$ cat src/rtl/hazard_tnew_ctrl.sv
// Tuse/Tnew hazard and bypass controller for the F/D/E/M/W pipeline.
// Optional MDU busy interlock is built when HAZARD_MDU_EN is defined.
module hazard_tnew_ctrl #(
  parameter int REG_AW      = 5,
  parameter int MULT_CYCLES = 5,
  parameter int DIV_CYCLES  = 10,
  parameter int CNT_W       = 4
) (
  input  logic              clk,
  input  logic              reset,
  input  logic [REG_AW-1:0] d_rs,
  input  logic [REG_AW-1:0] d_rt,
  input  logic [1:0]        d_tuse_rs,
  input  logic [1:0]        d_tuse_rt,
  input  logic [REG_AW-1:0] d_dst,
  input  logic [1:0]        d_tnew,
  input  logic              d_md_start,
  input  logic              d_md_div,
  input  logic              d_md_use,
  output logic              stall,
  output logic [1:0]        fwd_rs_d,
  output logic [1:0]        fwd_rt_d,
  output logic [1:0]        fwd_rs_e,
  output logic [1:0]        fwd_rt_e,
  output logic              fwd_rt_m,
  output logic              md_busy
);

  logic [REG_AW-1:0] e_rs_q, e_rs_d;
  logic [REG_AW-1:0] e_rt_q, e_rt_d;
  logic [REG_AW-1:0] e_dst_q, e_dst_d;
  logic [1:0]        e_tnew_q, e_tnew_d;
  logic [REG_AW-1:0] m_rt_q, m_rt_d;
  logic [REG_AW-1:0] m_dst_q, m_dst_d;
  logic [1:0]        m_tnew_q, m_tnew_d;
  logic [REG_AW-1:0] w_dst_q, w_dst_d;
  logic              rs_hz, rt_hz;

  // D-side select: nearest matching stage wins, stale data gives RF
  function automatic logic [1:0] sel_d(
    input logic [REG_AW-1:0] a,
    input logic [REG_AW-1:0] ed,
    input logic [1:0]        et,
    input logic [REG_AW-1:0] md,
    input logic [1:0]        mt
  );
    logic [1:0] s;
    s = 2'd0;
    if (a == '0)    s = 2'd0;
    else if (ed == a) s = (et == 2'd0) ? 2'd1 : 2'd0;
    else if (md == a) s = (mt == 2'd0) ? 2'd2 : 2'd0;
    return s;
  endfunction

  // E-side select: M before W; W is always ready
  function automatic logic [1:0] sel_e(
    input logic [REG_AW-1:0] a,
    input logic [REG_AW-1:0] md,
    input logic [1:0]        mt,
    input logic [REG_AW-1:0] wd
  );
    logic [1:0] s;
    s = 2'd0;
    if (a == '0)    s = 2'd0;
    else if (md == a) s = (mt == 2'd0) ? 2'd1 : 2'd0;
    else if (wd == a) s = 2'd2;
    return s;
  endfunction

  // register hazards: producer in E or M not ready by the use time
  always_comb begin
    rs_hz = (d_rs != '0) && (d_tuse_rs != 2'd3) &&
            (((e_dst_q == d_rs) && (e_tnew_q > d_tuse_rs)) ||
             ((m_dst_q == d_rs) && (m_tnew_q > d_tuse_rs)));
    rt_hz = (d_rt != '0) && (d_tuse_rt != 2'd3) &&
            (((e_dst_q == d_rt) && (e_tnew_q > d_tuse_rt)) ||
             ((m_dst_q == d_rt) && (m_tnew_q > d_tuse_rt)));
  end

  // bypass mux selects
  always_comb begin
    fwd_rs_d = sel_d(d_rs, e_dst_q, e_tnew_q, m_dst_q, m_tnew_q);
    fwd_rt_d = sel_d(d_rt, e_dst_q, e_tnew_q, m_dst_q, m_tnew_q);
    fwd_rs_e = sel_e(e_rs_q, m_dst_q, m_tnew_q, w_dst_q);
    fwd_rt_e = sel_e(e_rt_q, m_dst_q, m_tnew_q, w_dst_q);
    fwd_rt_m = (m_rt_q != '0) && (w_dst_q == m_rt_q);
  end

  // shadow pipeline advance; a stall pushes a bubble into E
  always_comb begin
    e_rs_d   = d_rs;
    e_rt_d   = d_rt;
    e_dst_d  = d_dst;
    e_tnew_d = d_tnew;
    if (stall) begin
      e_rs_d   = '0;
      e_rt_d   = '0;
      e_dst_d  = '0;
      e_tnew_d = 2'd0;
    end
    m_rt_d   = e_rt_q;
    m_dst_d  = e_dst_q;
    m_tnew_d = (e_tnew_q != 2'd0) ? e_tnew_q - 2'd1 : 2'd0;
    w_dst_d  = m_dst_q;
  end

  // shadow registers
  always_ff @(posedge clk) begin
    if (reset) begin
      e_rs_q   <= '0;
      e_rt_q   <= '0;
      e_dst_q  <= '0;
      e_tnew_q <= 2'd0;
      m_rt_q   <= '0;
      m_dst_q  <= '0;
      m_tnew_q <= 2'd0;
      w_dst_q  <= '0;
    end else begin
      e_rs_q   <= e_rs_d;
      e_rt_q   <= e_rt_d;
      e_dst_q  <= e_dst_d;
      e_tnew_q <= e_tnew_d;
      m_rt_q   <= m_rt_d;
      m_dst_q  <= m_dst_d;
      m_tnew_q <= m_tnew_d;
      w_dst_q  <= w_dst_d;
    end
  end

`ifdef HAZARD_MDU_EN
  logic [CNT_W-1:0] cnt_q, cnt_d;

  // busy counter: load on an issued start, else count down
  always_comb begin
    cnt_d = cnt_q;
    if (d_md_start && !stall)
      cnt_d = d_md_div ? CNT_W'(DIV_CYCLES) : CNT_W'(MULT_CYCLES);
    else if (cnt_q != '0)
      cnt_d = cnt_q - CNT_W'(1);
  end

  // busy counter register
  always_ff @(posedge clk) begin
    if (reset) cnt_q <= '0;
    else       cnt_q <= cnt_d;
  end

  assign md_busy = (cnt_q != '0);
  assign stall   = rs_hz | rt_hz | (d_md_use & md_busy);
`else
  logic unused_md;
  assign unused_md = ^{d_md_start, d_md_div, d_md_use};
  assign md_busy   = 1'b0;
  assign stall     = rs_hz | rt_hz;
`endif

endmodule

$ cat config.mk
export PLATFORM = sky130hd
export DESIGN_NAME = hazard_tnew_ctrl
export DESIGN_NICKNAME = d
export VERILOG_FILES = /design/src/rtl/hazard_tnew_ctrl.sv
export SDC_FILE = /design/constraint.sdc
export NUM_CORES = 1
export LEC_CHECK = 0
export CAP_MARGIN = 20
export CORE_MARGIN = 5
export CORE_UTILIZATION = 45
export CTS_CLUSTER_DIAMETER = 30
export DETAILED_ROUTE_END_ITERATION = 8
export PLACE_DENSITY = 0.71
export SLEW_MARGIN = 15
export SYNTH_ARGS = -nofsm -noshare
export SYNTH_HDL_FRONTEND = slang
export SYNTH_SLANG_ARGS = --single-unit
$ cat constraint.sdc
create_clock -name clk -period 6.1 [get_ports clk]
set_clock_uncertainty 0.15 [all_clocks]
set_input_delay 1.22 -clock clk [delete_from_list [all_inputs] [get_ports clk]]
set_output_delay 1.22 -clock clk [all_outputs]
set_load 0.02 [all_outputs]
==> impl_metrics.json <==
{
  "outcome": "finished clean",
  "via_per_inst": 5.14,
  "min_period_over_period_pct": 83.2,
  "num_vias": 1429,
  "synthTopCellsByArea": "dfxtp_1, xnor2_1, xor2_1",
  "fin_nets": 262,
  "clockBufferDepth": 2,
  "path_max_fanout": 4,
  "placed_area_um2": 2270,
  "grt-ovfl-total": 0,
  "final_layout_size_suffix_gt1_share_pct": 9.65,
  "numCtsBuffers": 5,
  "cts_hold_buf": 0,
  "switchingPower_mw": 0.138,
  "yosysMostFrequentCell": "dfxtp_1",
  "multi_input_area_um2": 1160,
  "p_seq_share_pct": 47.8,
  "tritoncts": "built",
  "p_leak_nw": 0.923,
  "core_um2": 4090,
  "gr-max-usage-layer": "met2",
  "cp-start-kind": "input pin",
  "synthArstFlopShare_pct": 0,
  "vdd_drop_max_mv": 0.118,
  "rows": 23,
  "postLayoutCellArea_um2": 2360,
  "grtUsageMet3_pct": 3.56,
  "ant_nets": 0,
  "ys_seq_area_share_pct": 35.1,
  "swShare_pct": 26.5,
  "crit_arrival_ns": 3.70,
  "crit_type": "in -> out",
  "first_global_vias": 1490,
  "first_iter_violations": 52,
  "internal_power_mw": 0.383,
  "cts_root_buf": "clkbuf_8",
  "grt_use_met1_pct": 19.0,
  "finalWirelength_um": 4040,
  "insertion_delay_ns": 0.28,
  "rsz0062_at_grt": "false",
  "syn_avg_cell_area_um2": 9.85,
  "synth_seq_cells": 34,
  "holdCritPathClass": "reg -> reg",
  "drv_slew": 0,
  "power.share.clock_pct": 32.4,
  "regArea_um2": 681,
  "die_area_um2": 5730,
  "dpl.hpwl_um": 3080,
  "die_height_um": 75.7,
  "cts_resized": 0,
  "synthTopCellsByCount": "dfxtp_1, xnor2_1, xor2_1",
  "synthCells": 197,
  "hold_viol_final": 0,
  "synth.top_cell.area_share_pct": 35.1,
  "post-route-min-period_ns": 5.07,
  "grt_max_degree": 35,
  "clkTransAtPathRegs_ns": 0.07,
  "endpoint_kind": "output port",
  "gp_congestion": 0.805,
  "grtUsageTotal_pct": 16.1,
  "synth_edf_count": 0,
  "die_w_um": 75.7,
  "port_buffers": 32,
  "antenna_cells": 0,
  "p_per_area_nw_per_um2": 221,
  "dr.pass1.iters": 4,
  "remaining_drc_errors": 0,
  "cts_max_level": 2,
  "netlist_area_um2": 1940,
  "synth_flop_cell": "dfxtp_1",
  "start_util_pct": 47.5,
  "synth_area_leader_cell": "dfxtp_1",
  "synth_warnings": 0,
  "critPathRequiredTime_ns": 4.73,
  "syn-num-nets": 232,
  "p_comb_share_pct": 19.8,
  "antenna_found_initial": 0,
  "fin_cells": 278,
  "clock_sink_count": 34,
  "synthToLayoutAreaGrowth_pct": 21.8,
  "dp_cells": 270,
  "max_freq_mhz": 197,
  "postCtsSetupBuffers": 0,
  "setup_viol": 0,
  "num_io_pins": 37,
  "fill_cells": 387,
  "netlist-cell-type-count": 35,
  "tns_ns": 0,
  "wl_per_cell_um": 14.5,
  "drv_cap": 0,
  "grt_use_met2_pct": 27.0,
  "grt_first_pass_wirelength_um": 6830
}
==> logic make-up after synthesis <==
family,after synthesis,share of synthesized area [%]
and+or+nand+nor,77,29.2
xor gates and xnor gates,44,19.9
DFF,34,35.1
buffers and inverters,20,5.35
AOI/OAI and AO/OA,12,4.51
adders and majority gates,9,5.80
other,1,0.193
==> critical path: stages <==
cell             delay, ns
clkdlybuf4s50_1       0.51
or4_1                 0.58
nor2_1                0.17
nor3_1                0.08
a211o_1               0.31
or2_2                 0.29
clkdlybuf4s50_1       0.55
==> power by group through the flow <==
stage          clock, mW  sequential [mW]  combinational, mW
6_report           0.169            0.249              0.103
5_1_grt            0.185            0.251              0.116
4_1_cts            0.177            0.249              0.105
3_5_place_dp           0            0.254              0.104
3_3_place_gp           0            0.254              0.102
2_1_floorplan          0            0.248             0.0717
==> sequential cells by signal, indices dropped and copies added (netlist names) <==
signal    flops
e_dst_q       5
e_tnew_q      2
w_dst_q       5
m_dst_q       5
e_rs_q        5
e_rt_q        5
m_tnew_q      2
m_rt_q        5
==> metal layers <==
layer | wire [um] | vias to the layer above
met4 | 111 | 0
met2 | 1990 | 33
met1 | 1790 | 642
met3 | 148 | 9
li1 | - | 745
met5 | 0 | -
==> placed cells by master (no fill, tap or decap), drive strengths merged, types with 2 or more instances in the layout <==
| master | instances |
|---|---|
| nor4 | 5 |
| nand3 | 6 |
| nor4b | 19 |
| buf | 3 |
| nor2b | 17 |
| inv | 8 |
| and4 | 2 |
| a22oi | 2 |
| clkbuf | 7 |
| ha | 9 |
| xnor2 | 25 |
| nor3 | 10 |
| nand2 | 2 |
| nor2 | 9 |
| clkdlybuf4s50 | 32 |
| or4 | 3 |
| o21ai | 2 |
| xor2 | 19 |
| a21oi | 3 |
| dfxtp | 34 |
==> stage by stage <==
| step | hold WS (ns) | power [mW] | setup WS, ns | util [%] |
|---|---|---|---|---|
| 6_report | 0.270 | 0.521 | 1.03 | 57.8 |
| 3_5_place_dp | 0.269 | 0.359 | 1.03 | 55.6 |
| 5_1_grt | 0.315 | 0.552 | 0.930 | 57.8 |
| 2_1_floorplan | 0.247 | 0.319 | 2.00 | - |
| 3_3_place_gp | 0.275 | 0.356 | 1.03 | 55.6 |
| 4_1_cts | 0.277 | 0.531 | 1.00 | 57.8 |
==> area by class of cell <==
type | instances | share of cell area [%]
Clock buffer | 7 | 3.65
Tap cell | 50 | 2.65
Multi-Input combinational cell | 143 | 48.9
Clock inverter | 1 | 0.212
Sequential cell | 34 | 28.8
Inverter | 8 | 1.27
Timing Repair Buffer | 35 | 14.5
==> final timing paths <==
| check | startpoint | to | slack (ns) | depth (start not counted) |
|---|---|---|---|---|
| worst max-delay path | d_rs[2] | stall | 1.03 | 7 |
| worst min-delay path | e_tnew_q[0] | m_tnew_q[0] | 0.27 | 1 |
| worst max register to register | m_tnew_q[1] | e_tnew_q[0] | 3.91 | 7 |
| worst min register to register | e_tnew_q[0] | m_tnew_q[0] | 0.27 | 1 |
Power figures use the tool's default switching activity.
